--- src/rtl/imsic_msi_recv.sv ---
// rtl/imsic_msi_recv.sv - CSR-domain receiver for IMSIC MSI info with 2-entry setipnum queue
//
// Purpose:
//   Synchronises the asynchronous level valid from the IMSIC register-map/FIFO
//   stage. It turns each high level into one event and samples the (stable)
//   info bus on that event. It checks the hart, file and source fields. Legal
//   events are queued as {file one-hot, src} in a 2-entry valid/ready queue
//   for the interrupt-file logic.
//
// Optional build macro:
//   IMSIC_MSI_RECV_SYNC3_EN - use a 3-flop synchroniser instead of 2 flops.
//
// Ports:
//   clk              CSR-domain clock
//   rstn             asynchronous active-low reset
//   i_hart_id        index of this hart (quasi-static)
//   i_msi_info       {hart, file, src} from the source domain
//   i_msi_info_vld   asynchronous level valid for i_msi_info
//   o_setipnum       source number at the queue head (0 when empty)
//   o_setipnum_file  one-hot target file at the queue head (0 when empty)
//   o_setipnum_vld   queue head valid
//   i_setipnum_rdy   consumer accepts the head
//   o_ovf            sticky overflow flag
//   i_ovf_clr        clears o_ovf (a same-cycle set wins)
//   o_ill_cnt        saturating count of illegal or mismatched events

module imsic_msi_recv #(
  parameter int NR_SRC_WIDTH    = 5,
  parameter int NR_HARTS_WIDTH  = 6,
  parameter int INTP_FILE_WIDTH = 3,
  parameter int NR_INTP_FILES   = 7,
  parameter int MSI_INFO_WIDTH  = 14
) (
  input  logic                      clk,
  input  logic                      rstn,
  input  logic [NR_HARTS_WIDTH-1:0] i_hart_id,
  input  logic [MSI_INFO_WIDTH-1:0] i_msi_info,
  input  logic                      i_msi_info_vld,
  output logic [NR_SRC_WIDTH-1:0]   o_setipnum,
  output logic [NR_INTP_FILES-1:0]  o_setipnum_file,
  output logic                      o_setipnum_vld,
  input  logic                      i_setipnum_rdy,
  output logic                      o_ovf,
  input  logic                      i_ovf_clr,
  output logic [7:0]                o_ill_cnt
);

  localparam int ENTRY_W = NR_INTP_FILES + NR_SRC_WIDTH;

  // ---------------------------------------------------------------------------
  // Valid synchroniser and rising-edge event detect
  // ---------------------------------------------------------------------------
  logic sync1, sync2, sync_d, sync_last, ev;

`ifdef IMSIC_MSI_RECV_SYNC3_EN
  logic sync3;

  always_ff @(posedge clk or negedge rstn) begin
    if (!rstn) begin
      sync1  <= 1'b0;
      sync2  <= 1'b0;
      sync3  <= 1'b0;
      sync_d <= 1'b0;
    end else begin
      sync1  <= i_msi_info_vld;
      sync2  <= sync1;
      sync3  <= sync2;
      sync_d <= sync3;
    end
  end

  assign sync_last = sync3;
`else
  always_ff @(posedge clk or negedge rstn) begin
    if (!rstn) begin
      sync1  <= 1'b0;
      sync2  <= 1'b0;
      sync_d <= 1'b0;
    end else begin
      sync1  <= i_msi_info_vld;
      sync2  <= sync1;
      sync_d <= sync2;
    end
  end

  assign sync_last = sync2;
`endif

  assign ev = sync_last & ~sync_d;

  // ---------------------------------------------------------------------------
  // Field decode and legality. The info bus has been stable for several
  // cycles by the time ev fires, so it is sampled directly without a
  // synchroniser.
  // ---------------------------------------------------------------------------
  logic [NR_SRC_WIDTH-1:0]    info_src;
  logic [INTP_FILE_WIDTH-1:0] info_file;
  logic [NR_HARTS_WIDTH-1:0]  info_hart;
  logic [NR_INTP_FILES-1:0]   file_oh;
  logic                       legal;

  assign info_src  = i_msi_info[NR_SRC_WIDTH-1:0];
  assign info_file = i_msi_info[NR_SRC_WIDTH +: INTP_FILE_WIDTH];
  assign info_hart = i_msi_info[NR_SRC_WIDTH+INTP_FILE_WIDTH +: NR_HARTS_WIDTH];

  assign legal = (info_hart == i_hart_id) &&
                 (32'(info_file) < NR_INTP_FILES) &&
                 (info_src != '0);

  // Out-of-range file indices shift the bit out entirely. They are illegal,
  // so the value is never stored.
  assign file_oh = {{(NR_INTP_FILES-1){1'b0}}, 1'b1} << info_file;

  // ---------------------------------------------------------------------------
  // 2-entry queue
  // ---------------------------------------------------------------------------
  logic [ENTRY_W-1:0] q_mem [2];
  logic               q_wptr, q_rptr;
  logic [1:0]         q_cnt;
  logic               q_empty, q_full;
  logic               push_req, push, pop, ovf_set;

  assign q_empty  = (q_cnt == 2'd0);
  assign q_full   = (q_cnt == 2'd2);
  assign pop      = ~q_empty & i_setipnum_rdy;
  assign push_req = ev & legal;
  // On a full queue a same-cycle pop frees the slot being written.
  assign push     = push_req & (~q_full | pop);
  assign ovf_set  = push_req & q_full & ~pop;

  always_ff @(posedge clk or negedge rstn) begin
    if (!rstn) begin
      q_wptr <= 1'b0;
      q_rptr <= 1'b0;
      q_cnt  <= 2'd0;
    end else begin
      if (push) q_wptr <= ~q_wptr;
      if (pop)  q_rptr <= ~q_rptr;
      case ({push, pop})
        2'b10:   q_cnt <= q_cnt + 2'd1;
        2'b01:   q_cnt <= q_cnt - 2'd1;
        default: q_cnt <= q_cnt;
      endcase
    end
  end

  // Storage needs no reset: outputs are masked while the queue is empty.
  always_ff @(posedge clk) begin
    if (push) q_mem[q_wptr] <= {file_oh, info_src};
  end

  assign o_setipnum_vld = ~q_empty;
  assign {o_setipnum_file, o_setipnum} = q_empty ? '0 : q_mem[q_rptr];

  // ---------------------------------------------------------------------------
  // Status: sticky overflow and saturating illegal-event counter
  // ---------------------------------------------------------------------------
  always_ff @(posedge clk or negedge rstn) begin
    if (!rstn) begin
      o_ovf     <= 1'b0;
      o_ill_cnt <= 8'd0;
    end else begin
      if (ovf_set)
        o_ovf <= 1'b1;
      else if (i_ovf_clr)
        o_ovf <= 1'b0;

      if (ev && !legal && o_ill_cnt != 8'hFF)
        o_ill_cnt <= o_ill_cnt + 8'd1;
    end
  end

endmodule

--- config.mk ---
export PLATFORM = sky130hd
export DESIGN_NAME = imsic_msi_recv
export DESIGN_NICKNAME = d
export VERILOG_FILES = /design/src/rtl/imsic_msi_recv.sv
export SDC_FILE = /design/constraint.sdc
export NUM_CORES = 1
export LEC_CHECK = 0
export CAP_MARGIN = 40
export CORE_ASPECT_RATIO = 0.8
export CORE_MARGIN = 1
export CORE_UTILIZATION = 43
export CTS_CLUSTER_SIZE = 40
export DETAILED_ROUTE_END_ITERATION = 10
export PLACE_DENSITY_LB_ADDON = 0.25
export SETUP_SLACK_MARGIN = 0.5
export SLEW_MARGIN = 20
export SYNTH_ARGS = -nofsm -noshare
export SYNTH_HDL_FRONTEND = slang
export SYNTH_SLANG_ARGS = --single-unit
--- constraint.sdc ---
create_clock -name clk -period 1.63 [get_ports clk]
set_input_delay 0.163 -clock clk [delete_from_list [all_inputs] [get_ports clk]]
set_output_delay 0.163 -clock clk [all_outputs]
set_load 0.005 [all_outputs]
## After elaboration in Yosys (flattened, before gate mapping)

Memories as Yosys holds them, arrays and structs flattened.
Index checks and enable logic that the tools add are counted.

| word-level totals | value |
|---|---|
| input port bits | 25 |
| output and inout bits | 22 |
| word-level logic and storage cells | 47 |
| memories | 1 |
| memory bits (writable) | 24 |
| register bits | 16 |

Memories:

| memory | depth | width | read ports | clocked after Yosys merged registers in | write ports | RTL line | RTL |
|---|---|---|---|---|---|---|---|
| q_mem | 2 | 12 | 1 | 0 | 1 | 117 | `logic [ENTRY_W-1:0] q_mem [2];` |

| operators by class | value |
|---|---|
| reduce and logical (&&, ||, !) cells | 9 |
| bitwise operators | 13 |
| mux-type cells | 6 |
| $lt $le $gt $ge | 1 |
| shift-type cells | 1 |
| $add $sub $neg | 3 |
| equal/unequal tests | 5 |

Operators by type and width:

| cell | number |
|---|---|
| 12-bit two-way mux | 1 |
| 8-bit by 1-bit adder with 8-bit output, second input constant | 1 |
| 8-bit inequality test, second input constant | 1 |
| 1-bit by 3-bit << shifter with 7-bit output, first input constant | 1 |
| 1-bit bitwise AND | 6 |
| 6-bit == test | 1 |
| 1-bit inverter | 6 |
| 5-bit nonzero test | 1 |
| 2-bit == test, second input constant | 2 |
| 1-bit logical AND | 4 |
| 1-bit two-way mux | 4 |
| 2-bit one-hot mux with 2 select lines | 1 |
| 2-bit nonzero test | 2 |
| 3-bit less-than comparator, second input constant | 1 |
| 2-bit by 1-bit adder with 2-bit output, second input constant | 1 |
| 2-bit by 1-bit == test with 1-bit output, second input constant | 1 |
| 2-bit zero test | 1 |
| 2-bit by 1-bit subtractor with 2-bit output, second input constant | 1 |
| 1-bit zero test | 1 |
| 1-bit bitwise OR | 1 |

## Logic depth before layout (Yosys ltp)

Gate-level depths: netlist (run 1).

| depth | value |
|---|---|
| word-level depth | 7 |
| gate-level depth with buffers | 9 |
| mapped depth without buffers | 8 |

## Worst setup path before layout (run 1)

Ideal clock, no wire load.

| timing | value |
|---|---|
| path kind | input to register |
| from | in i_msi_info[5] |
| to | mem q_mem[1][0] (netlist bit) (enable) |
| data required time | 1.250 ns |
| slack | -0.358 ns |
| data arrival time | 1.607 ns |
| stages on the path | 6 |
| path buffers | 1 |
| library setup time | 0.380 ns |
| cells stage by stage | and3_1 -> nor4_2 -> o211ai_2 -> buf_6 -> nand3b_4 -> nor2_1 |

| between the ends | value |
|---|---|
| longest elaborated chain between the ends | 7 |

RTL lines:

| element | RTL line | RTL |
|---|---|---|
| from (decl) | 37 | `input logic [MSI_INFO_WIDTH-1:0] i_msi_info,` |
| 3-bit less-than comparator | 107 | `(32'(info_file) < NR_INTP_FILES) &&` |
| 1-bit logical AND | 106 | `assign legal = (info_hart == i_hart_id) &&` |
| 1-bit logical AND | 107 |  |
| 1-bit bitwise AND | 126 | `assign push_req = ev & legal;` |
| 1-bit bitwise AND | 128 | `assign push = push_req & (~q_full \| pop);` |
| 1-bit two-way mux | 149 | `if (push) q_mem[q_wptr] <= {file_oh, info_src};` |
| 1-bit two-way mux (implied by the code) | 149 |  |
| to (decl) | 117 |  |

Every way passes these cells.

## Worst setup path after layout (run 1)

| timing | value |
|---|---|
| from | reg o_ill_cnt[2] |
| to | reg o_ill_cnt[1] |

| between the ends | value |
|---|---|
| longest elaborated chain between the ends | 2 |

RTL lines:

| element | RTL line | RTL |
|---|---|---|
| from (decl) | 45 | `output logic [7:0] o_ill_cnt` |
| from (signal assigned) | 169 | `o_ill_cnt <= o_ill_cnt + 8'd1;` |
| 8-bit inequality test | 168 | `if (ev && !legal && o_ill_cnt != 8'hFF)` |
| 1-bit logical AND | 168 |  |

Every way passes these cells.
A chain may end at the register's enable or synchronous reset.

==> run_results.csv, run 1 <==
group,metric,value,unit
synthesis,synth_compound_area_share,2.56,%
synthesis,synth_edf_count,24,
synthesis,post_synth.cell_area_avg,13.8,µm²
global_route,overflow,0,
timing,slew_viol_final,0,
synthesis,synth_top_area_cell,"edfxtp_1",
floorplan,ios,47,
timing,setup_tns,0,ns
status,status,"complete, no violations",
global_route,antenna_found_initial,0,
routing,wl_per_cell,17.3,µm
synthesis,synthAdderAreaFrac,1.39,%
floorplan,rows,20,
critical_path,worstSetupPathType,"flip-flop to flip-flop",
synthesis,yosys-top-cells-area,"edfxtp_1 40%, dfrtp_1 22%, mux2i_1 6.6%, xor2_1 4.4%, nor2_1 3.7%",
timing,maxSlewHeadroom,78.5,%
floorplan,dieHeight,60.0,µm
floorplan,fp.dieW,74.5,µm
routing,vias,1465,
clock_tree,clkTransAtPathRegs,0.07,ns
power_and_ir_drop,p_per_area,1330,nW/µm²
timing,rsz0062_at_grt,"true",
final_layout,n_antenna_cell,0,
timing,hold_viol_final,0,
clock_tree,cts.path.max_buffers,2,
timing,fin_worst_skew,0.00596,ns
global_route,grt_pass1_wl,6930,µm
synthesis,synth_top_area_share,39.9,%
routing,via_per_inst,5.02,
place,placed_area,2520,µm²
place,io_buffer_count,46,
floorplan,dieArea,4470,µm²
critical_path,cp.arrival,1.73,ns
global_route,grt_max_degree,17,
routing,route.antenna.remaining_nets,0,
run,drv_cap,0,
global_route,grt_use_total,22.2,%
routing,dr.pass1.iters,4,
synthesis,yosysMostFrequentCell,"edfxtp_1",
final_layout,area_growth_syn_to_layout,67.2,%
clock_tree,cts_root_buffer,"clkbuf_8",
critical_path,cp.required,1.81,ns
synthesis,synth-async-reset-ratio,40.0,%
critical_path,start_kind,"flip-flop",
synthesis,syn_area,1810,µm²
synthesis,seq_area_frac_synth,62.0,%
synthesis,synth-simple-area-share,16.5,%
critical_path,crit_fanout,2,
clock_tree,numCtsBuffers,5,
critical_path,worstSetupEndpointType,"flip-flop",
routing,drc_errors,0,
clock_tree,ctsHtreeMaxLevel,2,
timing,finalCriticalPeriod,1.55,ns
synthesis,syn_inst,131,
timing,setup_viol,0,
floorplan,start_util,46.3,%
place,gp_congestion,0.736,
clock_tree,cts_tree,"done",
timing,post-route-period-util,95.3,%
power_and_ir_drop,peakVddDrop,0.000793,V
synthesis,syn_nets,158,
min_path,hold_path.class,"input pin to flip-flop",
timing,tightestPinTransition,0.320,ns
timing,fmax,644,MHz
power_and_ir_drop,leakage,1.31,nW
place,dp_hpwl,2630,µm
synthesis,synth_top_family_by_area,"simple AND/OR/NAND/NOR gates",
synthesis,ys_ff_latch,40,
routing,routed_wl,5060,µm
global_route,grt_pass1_vias,1409,
floorplan,core,3900,µm²
final_layout,final_area,3020,µm²
timing,whs,0.0534,ns
synthesis,yosysUniqueCellTypes,32,
synthesis,synth-xor-area-share,7.27,%
synthesis,ys.warnings.count,0,
clock_tree,clk_latency,0.29,ns
synthesis,netlist_top_cells_count,"24 x edfxtp_1, 18 x nor2_1, 16 x dfrtp_1, 12 x mux2i_1, 9 x xor2_1",
final_layout,layout-drive-gt1-share,55.7,%
routing,drtIter0Drc,105,
synthesis,synth-main-ff-cell,"edfxtp_1",
clock_tree,clkSinkCount,40,
final_layout,nets,263,
synthesis,synthMuxAreaShare,8.31,%
## flip-flops by register name, summed over array words and instances, names as in the netlist
| name | cells |
|---|---|
| q_mem | 24 |
| o_ill_cnt | 8 |
| q_cnt | 2 |
| o_ovf | 1 |
| q_rptr | 1 |
| q_wptr | 1 |
| sync1 | 1 |
| sync2 | 1 |
| sync_d | 1 |
## cell type report
cell class                      count  area, µm²
Timing Repair Buffer              102        917
Inverter                            3       11.3
Sequential cell                    40       1120
Tap cell                           55       68.8
Clock inverter                      1       5.00
Multi-Input combinational cell     84        820
Fill cell                         229        882
Clock buffer                        7       76.3
## stage by stage
| step | setup slack [ns] | power (mW) | std cells | util [%] |
|---|---|---|---|---|
| after floorplan | -0.119 | 1.95 | 131 | - |
| after global placement | -0.506 | 2.63 | 245 | 64.5 |
| after detailed placement | -0.525 | 2.69 | 245 | 64.5 |
| after CTS | 0.113 | 3.62 | 279 | 72.9 |
| after global routing | 0.0205 | 4.21 | 292 | 77.4 |
| final | 0.0762 | 4.02 | 292 | 77.4 |
## cells by family after synthesis
kind of cell / count (synthesis)
mux: 14
buf+inv: 7
xor+xnor: 15
compound gates: 6
fa+ha+maj: 2
simple gates: 47
flops: 40
## cell usage in the layout, fill, tap and decap left out, types with 2 or more instances in the layout
cell and instances:
dfrtp_2 2, and3_4 4, mux2i_1 12, nor2_1 12
dfrtp_1 14, edfxtp_1 24, clkdlybuf4s50_1 5, buf_6 27
clkbuf_16 2, buf_4 33, clkbuf_8 5, a21oi_1 2
xor2_1 5, and3b_1 3, buf_2 25, buf_12 4
nor3_1 2, clkbuf_1 2, xor2_2 3, nor3b_1 3
nand2_2 2, mux2_4 2, clkdlybuf4s15_1 4, nand4_1 4
xnor2_1 4, inv_1 2, xnor2_2 2, nor2_4 5
## layer usage
metal  share of wire (%)  vias up  global-route usage, %
li1                    -      687                      -
met1                  41      698                   25.6
met2                  50       65                   36.8
met3                 5.1       15                   6.24
met4                 3.5        0                   13.2
met5                   0        -                      0
## path summary, 6_finish.rpt
path                                    start           end  slack [ns]  depth (start not counted)
worst max-delay path             o_ill_cnt[2]  o_ill_cnt[1]        0.08                          5
worst min-delay path            i_msi_info[3]   q_mem[0][3]        0.05                          1
worst max register to register   o_ill_cnt[2]  o_ill_cnt[1]        0.08                          5
worst min register to register          sync1         sync2        0.36                          0
max in group asynchronous                rstn  o_ill_cnt[6]        1.23                          2
min in group asynchronous                rstn  o_ill_cnt[7]        0.20                          2
## repair_timing
item / in CTS / in global routing
endpoints found under the setup margin: 58 / 53
hold buffers: 0 / 0
gates resized for setup: 193 / 18
pin swaps: 32 / 21
cloned: 1 / 1
buffers inserted: 25 / 12
## where the power goes
group          leakage, nW  internal (mW)  switching (mW)
registers            0.411           1.20           0.123
clock network       0.0422          0.300           0.330
logic                0.852           1.23           0.842
## critical path, cell delays in order, from the launching register on
cell and delay, ns:
dfrtp_1 0.41, and3_4 0.21, and2_4 0.17, nand4_1 0.12, and3_4 0.23, mux2_4 0.30
No activity file was read; power rests on OpenSTA's default activity.
==> inputs of run 2 (changes only) <==
CAP_MARGIN = unset   (was 40)
CORE_ASPECT_RATIO = 2   (was 0.8)
==> run_results.csv, run 2 (same netlist as run 1, synthesis figures left out) <==
group,metric,value,unit
final_layout,final_cell_mix,"30 x buf_4, 25 x buf_6, 24 x edfxtp_1",
global_route,grt_pass1_vias,1466,
place,pre_cts_ws,-0.609,ns
global_route,grt_pass1_wl,6640,µm
floorplan,fp.dieW,47.8,µm
floorplan,dieArea,4480,µm²
floorplan,ios,47,
power_and_ir_drop,leakage,1.32,nW
timing,fmax,644,MHz
timing,whs,0.0460,ns
final_layout,n_antenna_cell,0,
min_path,hold_path.class,"input pin to flip-flop",
timing,setup_tns,0,ns
place,placedCellCount,242,
power_and_ir_drop,p_per_area,1380,nW/µm²
timing,rsz0062_at_grt,"true",
routing,drc_errors,0,
power_and_ir_drop,peakVddDrop,0.00116,V
routing,route.antenna.remaining_nets,0,
floorplan,core,4050,µm²
floorplan,start_util,44.7,%
critical_path,worstSetupEndpointType,"flip-flop",
clock_tree,cts_tree,"done",
critical_path,crit_fanout,5,
routing,routed_wl,4610,µm
critical_path,endpoint,"o_ill_cnt[1]",
timing,slew_viol_final,0,
min_path,min_delay_path_depth,1,
clock_tree,numCtsBuffers,5,
place,placed_area,2510,µm²
clock_tree,ctsHtreeMaxLevel,2,
timing,fin_worst_skew,0.00340,ns
critical_path,r2r-end,"o_ill_cnt[1]",
final_layout,largest-register,"q_mem",
routing,drtIter0Drc,13,
timing,tightestPinTransition,0.276,ns
place,gp_congestion,0.724,
clock_tree,clkTransAtPathRegs,0.07,ns
run,drv_cap,0,
clock_tree,cts_root_buffer,"clkbuf_8",
critical_path,cp.required,1.81,ns
timing,worst_slack,0.0784,ns
routing,wl_per_cell,16.0,µm
timing,finalCriticalPeriod,1.55,ns
critical_path,start_kind,"input pin",
global_route,overflow,0,
status,status,"complete, no violations",
floorplan,dieHeight,93.7,µm
routing,via_per_inst,5.08,
power_and_ir_drop,fin_total_pwr,4.31,mW
clock_tree,clk_latency,0.29,ns
final_layout,nets,262,
timing,post-route-period-util,95.2,%
global_route,grt_max_degree,17,
routing,dr.pass1.iters,4,
clock_tree,clkSinkCount,40,
critical_path,r2r_cells,5,
final_layout,final_cell_count_no_fill,288,
global_route,antenna_found_initial,0,
final_layout,largestRegisters,"q_mem x24, o_ill_cnt x8, q_cnt x2",
clock_tree,cts_hold_buf,0,
routing,vias,1464,
final_layout,mostFrequentLayoutCell,"buf_4",
final_layout,final_area,3110,µm²
timing,maxSlewHeadroom,81.3,%
critical_path,startpoint,"i_msi_info[2]",
place,io_buffer_count,46,
critical_path,ff2ff_setup_slack,0.14,ns
final_layout,utilization,76.9,%
critical_path,worstSetupPathType,"input pin to flip-flop",
critical_path,r2r_start,"o_ill_cnt[2]",
timing,setup_viol,0,
final_layout,layout-drive-gt1-share,58.1,%
clock_tree,cts.path.max_buffers,2,
critical_path,cp.arrival,1.73,ns
final_layout,fill_cells,256,
final_layout,area_growth_syn_to_layout,72.2,%
global_route,grt_use_total,21.6,%
floorplan,rows,33,
place,dp_hpwl,2820,µm
timing,hold_viol_final,0,
final_layout,largest_reg_flops,24,
[run 2: cell types whose count changed in the layout (fill, tap and decap cells not counted), moves of 3 or more]
cell	change
clkdlybuf4s15_1	+5
buf_4	-3
buf_2	-7
mux2i_1	-4
clkbuf_2	+3
nor2_1	-7
mux2i_4	+4
nor2_2	+6
[run 2: how the worst min path moves through the flow]
| stage | from | to | slack [ns] |
|---|---|---|---|
| finish | i_msi_info[3] | q_mem[0][3] | 0.05 |
| global route | i_msi_info[3] | q_mem[0][3] | 0.03 |
| CTS | i_msi_info[3] | q_mem[0][3] | 0.04 |
| detailed placement | sync1 | sync2 | 0.34 |
| global placement | sync1 | sync2 | 0.34 |
| floorplan | rstn | o_ill_cnt[0] | -0.13 |
[run 2: final cells by class]
class | instances | area (µm²) | share of cell area [%]
sequential | 40 | 1120 | 36.1
timing repair buffer | 101 | 936 | 30.1
multi-input combinational | 84 | 867 | 27.9
clock buffer | 6 | 72.6 | 2.33
tap | 52 | 65.1 | 2.09
clock inverter | 2 | 35.0 | 1.13
inverter | 3 | 11.3 | 0.362
[run 2: layer usage]
| layer | part of all wire, % | GRT usage [%] | up-vias |
|---|---|---|---|
| li1 | - | - | 680 |
| met1 | 32 | 21.4 | 733 |
| met2 | 61 | 38.0 | 36 |
| met3 | 3.1 | 3.65 | 15 |
| met4 | 3.6 | 13.4 | 0 |
| met5 | 0 | 0 | - |
[run 2: what timing repair did]
| action | CTS | global route |
|---|---|---|
| gates resized for setup | 170 | 41 |
| setup endpoints to repair | 58 | 57 |
| buffers inserted | 29 | 8 |
| endpoints found under the hold margin | 0 | 0 |
| pin swaps | 32 | 17 |
| gates cloned | 0 | 1 |
[run 2: power breakdown]
group	total [mW]	switching, mW	internal (mW)
clock network	0.784	0.330	0.454
registers	1.31	0.115	1.20
logic	2.21	0.825	1.38
[run 2: critical path: stages]
cell and delay, ns:
buf_6 0.09, or4_4 0.53, o211ai_2 0.20, buf_4 0.14, buf_6 0.12, and3_4 0.20
mux2_4 0.29
==> inputs of run 3 (changes only) <==
HOLD_SLACK_MARGIN = 0.15   (was unset)
==> run_results.csv, run 3 (same netlist as run 1, synthesis figures left out) <==
group,metric,value,unit
global_route,overflow,0,
critical_path,crit_chain,"buf_6 -> or4_4 -> o211ai_2 -> buf_4 -> buf_6 -> and3_4 -> mux2_4",
final_layout,largestRegisters,"q_mem x24, o_ill_cnt x8, q_cnt x2",
routing,via_per_inst,5.02,
final_layout,final_cell_mix,"30 x buf_4, 25 x buf_6, 24 x edfxtp_1",
final_layout,mostFrequentLayoutCell,"buf_4",
place,dp_hpwl,2820,µm
global_route,grt_pass1_wl,6770,µm
clock_tree,cts_tree,"done",
clock_tree,ctsHtreeMaxLevel,2,
timing,fin_worst_skew,0.00277,ns
timing,worst_slack,0.0819,ns
power_and_ir_drop,power.switching,1.27,mW
final_layout,final_area,3150,µm²
final_layout,layout-drive-gt1-share,57.1,%
power_and_ir_drop,peakVddDrop,0.00116,V
final_layout,n_antenna_cell,0,
routing,dr.pass1.iters,4,
global_route,antenna_found_initial,0,
routing,route.antenna.remaining_nets,0,
place,io_buffer_count,46,
critical_path,worstSetupPathType,"input pin to flip-flop",
critical_path,crit_slowest_cell,"or4_4",
critical_path,ff2ff_setup_slack,0.13,ns
critical_path,timing.critical_path.mode_cell,"buf_6",
place,pre_cts_ws,-0.609,ns
clock_tree,cts.path.max_buffers,2,
routing,wl_per_cell,16.1,µm
place,gp_congestion,0.724,
place,placed_area,2510,µm²
power_and_ir_drop,power_frac_clock,18.1,%
critical_path,cp.arrival,1.73,ns
power_and_ir_drop,p_comb_share,51.5,%
routing,drtIter0Drc,13,
status,status,"complete, no violations",
critical_path,cpPeakStageDelay,0.53,ns
critical_path,cp.required,1.81,ns
final_layout,final_cell_count_no_fill,292,
timing,setup_viol,0,
critical_path,cp_num_buf_inv,3,
clock_tree,cts_root_buffer,"clkbuf_8",
place,placedCellCount,242,
floorplan,start_util,44.7,%
timing,slew_viol_final,0,
clock_tree,clkTransAtPathRegs,0.07,ns
timing,finalCriticalPeriod,1.55,ns
power_and_ir_drop,leakage,1.34,nW
min_path,hold_path.class,"input pin to asynchronous set/reset pin",
global_route,grt_max_degree,17,
floorplan,fp.dieW,47.8,µm
global_route,grt_use_total,22.1,%
final_layout,largest-register,"q_mem",
final_layout,nets,266,
timing,tightestPinTransition,0.284,ns
critical_path,start_kind,"input pin",
critical_path,crit_fanout,5,
floorplan,ios,47,
routing,drc_errors,0,
floorplan,dieArea,4480,µm²
timing,fmax,646,MHz
global_route,grt_pass1_vias,1492,
final_layout,utilization,77.9,%
timing,hold_viol_final,0,
floorplan,rows,33,
floorplan,core,4050,µm²
run,drv_cap,0,
clock_tree,numCtsBuffers,5,
routing,vias,1466,
timing,post-route-period-util,95.0,%
final_layout,area_growth_syn_to_layout,74.4,%
routing,routed_wl,4710,µm
critical_path,crit_family,"simple AND/OR/NAND/NOR gates",
floorplan,dieHeight,93.7,µm
power_and_ir_drop,fin_total_pwr,4.32,mW
power_and_ir_drop,p_per_area,1370,nW/µm²
power_and_ir_drop,power_frac_seq,30.4,%
timing,maxSlewHeadroom,80.8,%
clock_tree,clkSinkCount,40,
clock_tree,clk_latency,0.29,ns
timing,rsz0062_at_grt,"true",
critical_path,worstSetupEndpointType,"flip-flop",
power_and_ir_drop,p_int,3.04,mW
power_and_ir_drop,switching_share,29.5,%
final_layout,largest_reg_flops,24,
[run 3: through the flow]
stage / setup TNS, ns / hold slack [ns]
2_1_floorplan: -1.25 / -0.133
4_1_cts: 0 / 0.183
3_3_place_gp: -16.29 / 0.339
6_report: 0 / 0.203
5_1_grt: 0 / 0.224
3_5_place_dp: -17.81 / 0.338
[run 3: area by class of cell]
type | instances | area (µm²)
Tap cell | 52 | 65.1
Clock buffer | 6 | 72.6
Inverter | 3 | 11.3
Sequential cell | 40 | 1120
Clock inverter | 2 | 35.0
Multi-Input combinational cell | 84 | 867
Fill cell | 249 | 896
Timing Repair Buffer | 105 | 976
[run 3: path summary, 6_finish.rpt]
check,start,to,cells past startpoint
worst max register to register,o_ill_cnt[2],o_ill_cnt[1],5
max in group asynchronous,rstn,q_cnt[0],2
worst max-delay path,i_msi_info[3],o_ill_cnt[1],7
worst min register to register,sync1,sync2,0
worst min-delay path,rstn,o_ill_cnt[0],2
min in group clk,i_msi_info[6],q_mem[1][9],3
[run 3: timing repair]
| item | 4_1_cts | 5_1_grt |
|---|---|---|
| hold buffers | 4 | 0 |
| buffers inserted | 29 | 8 |
| endpoints found under the hold margin | 8 | 0 |
| gates resized for setup | 170 | 41 |
| cloned | 0 | 1 |
| endpoints found under the setup margin | 58 | 57 |
| pin swaps | 32 | 17 |
[run 3: metal layers]
metal / track usage [%] / wire length, µm / up-vias
li1: - / - / 687
met2: 39.1 / 2860 / 38
met5: 0 / 0 / -
met3: 3.65 / 166 / 16
met1: 21.6 / 1510 / 725
met4: 13.4 / 168 / 0
[run 3: power by group through the flow]
stage                     Combinational, mW  Sequential [mW]  Clock, mW
after detailed placement               1.34             1.34          0
final                                  2.22             1.31      0.781
after global routing                   2.38             1.32      0.843
after floorplan                       0.627             1.33          0
after global placement                 1.31             1.33          0
after CTS                              1.80             1.30      0.801
